==> src/rtl/uart_cmd_parser.sv <==
// Assembles 5-byte command frames (SYNC, ADDR, DATA_HI, DATA_LO, CHK) from a UART byte
// stream and issues a register write on a good checksum.
module uart_cmd_parser #(
  parameter logic [7:0]  SYNC_BYTE      = 8'hA5,
  parameter int unsigned TIMEOUT_CYCLES = 17360
) (
  input  logic        clk,
  input  logic        rst,
  input  logic        byte_ready,
  input  logic [7:0]  byte_data,
  output logic        wr_en,
  output logic [7:0]  wr_addr,
  output logic [15:0] wr_data,
  output logic        chk_err,
  output logic        timeout_err,
  output logic        busy
);

  localparam int unsigned CNT_W = $clog2(TIMEOUT_CYCLES + 1);

  typedef enum logic [2:0] {
    IDLE,
    GET_ADDR,
    GET_DHI,
    GET_DLO,
    GET_CHK
  } state_t;

  state_t            state_q, state_d;
  logic [7:0]        addr_q, addr_d;
  logic [7:0]        hi_q, hi_d;
  logic [7:0]        lo_q, lo_d;
  logic [7:0]        sum_q, sum_d;
  logic [CNT_W-1:0]  cnt_q, cnt_d;
  logic              wr_en_q, wr_en_d;
  logic [7:0]        wr_addr_q, wr_addr_d;
  logic [15:0]       wr_data_q, wr_data_d;
  logic              chk_err_q, chk_err_d;
  logic              to_err_q, to_err_d;
  logic              busy_q, busy_d;

  // State and output registers
  always_ff @(posedge clk) begin
    if (rst) begin
      state_q   <= IDLE;
      addr_q    <= '0;
      hi_q      <= '0;
      lo_q      <= '0;
      sum_q     <= '0;
      cnt_q     <= '0;
      wr_en_q   <= 1'b0;
      wr_addr_q <= '0;
      wr_data_q <= '0;
      chk_err_q <= 1'b0;
      to_err_q  <= 1'b0;
      busy_q    <= 1'b0;
    end else begin
      state_q   <= state_d;
      addr_q    <= addr_d;
      hi_q      <= hi_d;
      lo_q      <= lo_d;
      sum_q     <= sum_d;
      cnt_q     <= cnt_d;
      wr_en_q   <= wr_en_d;
      wr_addr_q <= wr_addr_d;
      wr_data_q <= wr_data_d;
      chk_err_q <= chk_err_d;
      to_err_q  <= to_err_d;
      busy_q    <= busy_d;
    end
  end

  // Frame sequencing, checksum accumulation and inter-byte timeout
  always_comb begin
    state_d   = state_q;
    addr_d    = addr_q;
    hi_d      = hi_q;
    lo_d      = lo_q;
    sum_d     = sum_q;
    cnt_d     = cnt_q;
    wr_en_d   = 1'b0;
    wr_addr_d = wr_addr_q;
    wr_data_d = wr_data_q;
    chk_err_d = 1'b0;
    to_err_d  = 1'b0;

    if (state_q == IDLE) begin
      cnt_d = '0;
      if (byte_ready && (byte_data == SYNC_BYTE)) begin
        state_d = GET_ADDR;
        sum_d   = '0;
      end
    end else if (byte_ready) begin
      // An arriving byte always beats a coincident timeout expiry
      cnt_d = '0;
      case (state_q)
        GET_ADDR: begin
          addr_d  = byte_data;
          sum_d   = byte_data;
          state_d = GET_DHI;
        end
        GET_DHI: begin
          hi_d    = byte_data;
          sum_d   = sum_q + byte_data;
          state_d = GET_DLO;
        end
        GET_DLO: begin
          lo_d    = byte_data;
          sum_d   = sum_q + byte_data;
          state_d = GET_CHK;
        end
        GET_CHK: begin
          state_d = IDLE;
          if (byte_data == sum_q) begin
            wr_en_d   = 1'b1;
            wr_addr_d = addr_q;
            wr_data_d = {hi_q, lo_q};
          end else begin
            chk_err_d = 1'b1;
          end
        end
        default: state_d = IDLE;
      endcase
    end else if (cnt_q == CNT_W'(TIMEOUT_CYCLES - 1)) begin
      state_d  = IDLE;
      to_err_d = 1'b1;
      cnt_d    = '0;
    end else begin
      cnt_d = cnt_q + CNT_W'(1);
    end

    busy_d = (state_d != IDLE);
  end

  assign wr_en       = wr_en_q;
  assign wr_addr     = wr_addr_q;
  assign wr_data     = wr_data_q;
  assign chk_err     = chk_err_q;
  assign timeout_err = to_err_q;
  assign busy        = busy_q;

endmodule
==> config.mk <==
export PLATFORM = sky130hd
export DESIGN_NAME = uart_cmd_parser
export DESIGN_NICKNAME = d
export VERILOG_FILES = /design/src/rtl/uart_cmd_parser.sv
export SDC_FILE = /design/constraint.sdc
export NUM_CORES = 1
export LEC_CHECK = 0
export CAP_MARGIN = 25
export CELL_PAD_IN_SITES_DETAIL_PLACEMENT = 1
export CELL_PAD_IN_SITES_GLOBAL_PLACEMENT = 1
export CORE_AREA = 2 2 97 99
export DETAILED_ROUTE_END_ITERATION = 6
export DIE_AREA = 0 0 99 101
export PLACE_DENSITY = 0.78
export REMOVE_ABC_BUFFERS = 1
export SLEW_MARGIN = 20
export SYNTH_ARGS = -nofsm -noshare
export SYNTH_HDL_FRONTEND = slang
export SYNTH_SLANG_ARGS = --single-unit
==> constraint.sdc <==
create_clock -name clk -period 2 [get_ports clk]
set_input_delay 0.4 -clock clk [delete_from_list [all_inputs] [get_ports clk]]
set_output_delay 0.4 -clock clk [all_outputs]
set_load 0.03 [all_outputs]
After elaboration in Yosys (flattened, before gate mapping) --
Cells that the tools add are included.
Storage, ports and cells: register bits 78, latch bits 0, RAM bits 0, bits in read-only memories 0, output and inout port bits 28, memories kept 0
Cells by class: add/subtract/negate cells 2, $mul 0, divide/modulo/power cells 0, order comparisons 0, equality and inequality tests 8, shifts and indexed selects 0, multiplexer cells 12, bitwise operators 3, reduce and logical (&&, ||, !) cells 14
Operators by type and width (count):
- $mux W8 | 3
- $pmux W8 S2 | 1
- $add A15 B1 Y15 const B | 1
- $eq A15 B15 Y1 const B | 1
- $mux W3 | 4
- $reduce_and A3 Y1 | 4
- $pmux W3 S3 | 1
- $add A8 B8 Y8 | 1
- $eq A8 B8 Y1 | 1
- $eq A8 B8 Y1 const B | 1
- $reduce_or A4 Y1 | 2
- $eq A3 B2 Y1 const B | 2
- $reduce_bool A3 Y1 | 2
- $reduce_and A4 Y1 | 1
- $eq A3 B1 Y1 const B | 1
- $eq A3 B3 Y1 const B | 1
- $logic_not A3 Y1 | 1
- $mux W1 | 3
- $not A1 Y1 | 3
- $reduce_or A3 Y1 | 1
- $ne A2 B1 Y1 const B | 1
- $reduce_bool A2 Y1 | 1
- $reduce_or A2 Y1 | 1
- $logic_and A1 B1 Y1 | 1

Logic depth before layout (Yosys ltp) --
word-level depth 5, gate-level depth with buffers 8, gate-level depth less buffers 8

Worst setup path after synthesis --
OpenSTA, ideal clock, no wires.
kind in2reg, start in byte_data[6], end reg wr_addr_q[6], in the netlist wr_addr[6], library setup time 0.128 ns, arrival time 1.740 ns, required time 1.872 ns, slack 0.132 ns, cell stages on the path 8, buffers on the path 2, cells stage by stage ha_1 -> nor4_1 -> and3_1 -> nand2b_1 -> buf_2 -> buf_4 -> mux2i_1 -> nor2_1
Between the ends: word-level cells in the longest chain between the ends 2
RTL lines:
- start, declared | RTL line 10 | input logic [7:0] byte_data,
- $eq A8 B8 Y1 | RTL line 114 | if (byte_data == sum_q) begin
- $reduce_and A4 Y1 (no source line)
- end signal, assigned | RTL line 65 | wr_addr_q <= wr_addr_d;
- end, declared | RTL line 36 | logic [7:0] wr_addr_q, wr_addr_d;
No other way between the ends. A chain may end at the register's enable or synchronous reset.

Final worst setup path --
start in byte_data[5], end reg wr_data_q[13], in the netlist wr_data[13]
Between the ends: word-level cells in the longest chain between the ends 2
RTL lines:
- $eq A8 B8 Y1 | RTL line 114
- $reduce_and A4 Y1 (no source line)
- end signal, assigned | RTL line 66 | wr_data_q <= wr_data_d;
- end, declared | RTL line 37 | logic [15:0] wr_data_q, wr_data_d;
No other way between the ends.

==> key figures <==
Cells and area
  • Sequential Area: 1562 um^2
  • Post-layout util: 0.4937
  • Layout cell share with drive strength beyond 1: 0.1754
  • Nets: ~470
  • Cell Count, Final, Fillers Out: ~570
  • Multi-input gate area: around 1700 um^2
  • Fillers: around 1.1k
  • N_diodes: 0
  • Area growth syn-to-layout: 33.86%
  • Post-route cell area: 4432 um^2

GRT
  • Gr ovfl total: 0
  • Total GRT Usage: 0.1913
  • Vias in the first global route: ~3.0k
  • First-pass GRT wire length: around 15 mm
  • Largest net degree at the start of global routing: 63
  • Number of antenna violations at the first check in global routing: 0

STA
  • Final min period: between 1.5 and 2 ns
  • Peak Freq: 520.1 MHz
  • Final slew viol count: 0
  • Max-slew headroom: 0.6758
  • Final hold violations: 0
  • Worst slew pin tran: between 0.4 and 0.5 ns
  • Min Hold Slack: between 0.4 and 0.5 ns
  • Tcrit/Tclk final: 0.9613
  • Clock skew: a little over 0.01 ns
  • Final setup fails: 0
  • RSZ-0062 raised after global routing: no

Route
  • DR vias/cell: 5.194
  • Post-route ant nets: 0
  • DRC errors left: 0
  • Total vias in the final route: around 3k
  • DR WL/cell: about 17 um
  • DR iter-0 viols: between 100 and 150
  • Routed WL: between 9 and 10 mm
  • Drt pass-1 iters: 4

Run status
  • Status: completed

Synthesis
  • Cell area after synthesis: approximately 3300 um^2
  • Top_reg_cell synth: dfxtp_1
  • Count of cell types in the netlist: 46
  • Post-synthesis sequential area ratio: 0.4717
  • Area contributors post-synth: dfxtp_1 (47%), mux2i_1 (7.3%), nor2_1 (6.3%)
  • Synth area leader: dfxtp_1
  • Syn Inst Count: approximately 380
  • Syn avg cell area: around 8.7 um^2
  • Ys async rst share: 0
  • Top-area cell type share of the netlist area: 0.4717
  • Yosys warns: 0
  • FF+latch count, synth: 78
  • Post-synth EDFFs: 0

Power
  • Leak: about 0.0018 uW
  • Comb pwr share: 0.048
  • Clock network power share: 0.445
  • Maximum vdd drop: about 290 uV
  • Power per cell area: roughly 690 nW/um^2
  • Final total power: a little over 3000 uW
  • Internal power: between 2000 and 2500 uW
  • Part of the power in registers: 0.507
  • Sw Share: 0.2366
  • Switching power: 724.6 uW

Setup path
  • CP delay by family, top: simple AND/OR/NAND/NOR gates
  • Setup crit end kind: register
  • Max stage delay cell, worst path: clkdlybuf4s50_1
  • Worst path max stage delay: between 0.4 and 0.5 ns
  • CP cell instances: clkdlybuf4s50_1 > ha_1 > nor3_2 > and3_4 > nand2b_4 > buf_12 > mux2i_4 > nor2_1
  • Crit path required time: approximately 2.3 ns
  • CP bufs+invs: 2
  • Critical Setup Path Class: input port to register
  • Worst Path Max Fanout: 13
  • CP arrival: 2.22 ns
  • Startpoint types: input port

Clock network
  • H-tree depth: 3
  • Clk buf depth: 2
  • TritonCTS clock tree: done
  • Inserted Clock Buffers: 9
  • Clk Latency, worst-skew pair: 0.36 ns
  • Clock Sinks: just under 80
  • Root buffer cell: clkbuf_8
  • Clock transition at path regs: ~0.09 ns

Floorplan
  • Die Y: around 100 um
  • Rows: 35
  • Area of the die: 9999 um^2
  • Starting Density: 0.3688
  • # IOs: 39
  • Core Area: around 9000 um^2
  • Die W: between 90 and 100 um

Placement
  • Placed insts: 549
  • Placed wire-length estimate: ~6.5 mm
  • GP Congestion: around 0.9
  • Cell Area, Placed: just over 4000 um^2
  • I/O Buffers: 38

Job
  • Max-cap violations: 0

Worst hold path
  • Worst min-delay path category: register to register
[power by group through the flow]
stage | Sequential (uW) | Combinational [uW] | Clock [uW]
after floorplan | 1590 | 31.6 | 0
after global placement | 1590 | 134 | 0
after detailed placement | 1590 | 135 | 0
after CTS | 1550 | 138 | 1390
after global routing | 1550 | 156 | 1470
final | 1550 | 147 | 1360
[registers in the layout (all words and copies together), names as in the netlist]
| signal | cells |
|---|---|
| hi_q | 8 |
| timeout_err | 1 |
| addr_q | 8 |
| wr_addr | 8 |
| busy | 1 |
| state_q | 3 |
| chk_err | 1 |
| sum_q | 8 |
| wr_data | 16 |
| wr_en | 1 |
| cnt_q | 15 |
| lo_q | 8 |
[final timing paths]
check	from	endpoint	slack (ns)	depth (start not counted)
min	lo_q[1]	lo_q[1]	0.46	2
max reg2reg	sum_q[0]	sum_q[6]	0.17	8
max	byte_data[5]	wr_data[13]	0.08	8
min reg2reg	lo_q[1]	lo_q[1]	0.46	2
[layout by cell type (no fill, tap or decap), drive strengths merged, types with 2 or more instances in the layout]
cell type / synthesis / layout
dfxtp: 78 / 78
nor2: 56 / 56
nand2: 55 / 55
buf: 7 / 41
clkdlybuf4s50: 0 / 31
a21oi: 29 / 29
mux2i: 24 / 24
nand3: 11 / 11
o21ai: 10 / 10
nor3: 10 / 10
clkbuf: 11 / 10
xor2: 9 / 9
nand2b: 9 / 9
inv: 6 / 9
xnor2: 8 / 8
ha: 8 / 8
or2: 4 / 4
nand4: 4 / 4
a211oi: 4 / 4
dlymetal6s2s: 0 / 4
nor4: 3 / 3
nor2b: 3 / 3
or3: 3 / 3
and3: 3 / 3
a221oi: 3 / 3
o22ai: 2 / 2
a31oi: 2 / 2
bufinv: 0 / 2
dlygate4sd2: 0 / 2
o21a: 2 / 2
clkinv: 0 / 2
[timing repair]
item	CTS	global route
gates cloned	0	1
buffers inserted	0	1
hold buffers	0	0
gates resized for setup	8	17
endpoints found under the setup margin	16	27
pin swaps	1	2
[layer usage]
layer | vias up | global-route usage | wire length, um | part of all wire
met5 | - | 0 | 0 | 0
li1 | 1437 | - | - | -
met1 | 1429 | 0.2289 | 4094 | 0.43
met4 | 0 | 0.09168 | 244 | 0.026
met2 | 59 | 0.3337 | 4844 | 0.51
met3 | 20 | 0.03190 | 322 | 0.034
[final cells by class]
| class | instances | area share |
|---|---|---|
| multi-input cells | 277 | 0.3947 |
| flip-flops and latches | 78 | 0.3523 |
| repair buffers | 79 | 0.1654 |
| well taps | 111 | 0.03134 |
| clock buffers | 9 | 0.02795 |
| clock inverters | 7 | 0.02315 |
| inverters | 6 | 0.005082 |
[worst reg2reg max path: cells and delay by family (launching register included)]
family	cells	cell delay, ns
AND/OR/NAND/NOR	3	0.62
buffers and inverters	1	0.07
adder cells (fa/ha/maj)	2	0.39
AO/OA/AOI/OAI	2	0.37
flip-flops	1	0.34
[cells in the mapped netlist (2+ instances only)]
cell and instances:
a31oi_1 2, clkbuf_1 11, nor2b_1 3, or2_2 4, nand2b_1 9, and3_1 3, nand3_1 11, mux2i_1 24
o21ai_0 9, nand2_1 55, xor2_1 9, dfxtp_1 78, ha_1 8, nor2_1 56, nor3_1 10, o22ai_1 2
o21a_1 2, xnor2_1 8, nand4_1 4, or3_1 3, a221oi_1 3, buf_2 3, inv_1 6, a21oi_1 29
nor4_1 2, a211oi_1 4, buf_4 2
[kinds of logic (layout without fill, tap and decap cells)]
family,after synthesis,count (layout),share of synthesized area
buf+inv,24,101,0.03628
simple gates,166,166,0.2279
flops,78,78,0.4717
mux,24,24,0.07256
fa+ha+maj,9,9,0.03628
compound gates,61,61,0.1104
xor+xnor,17,17,0.04498
[metrics by stage]
| step | worst slack [ns] | TNS [ns] |
|---|---|---|
| 2_1_floorplan | -0.2635 | -6.398 |
| 3_3_place_gp | -0.3787 | -11.43 |
| 3_5_place_dp | -0.4156 | -11.79 |
| 4_1_cts | 0.003349 | 0 |
| 5_1_grt | 0.03518 | 0 |
| 6_report | 0.07730 | 0 |
(Power assumes the default switching activity.)
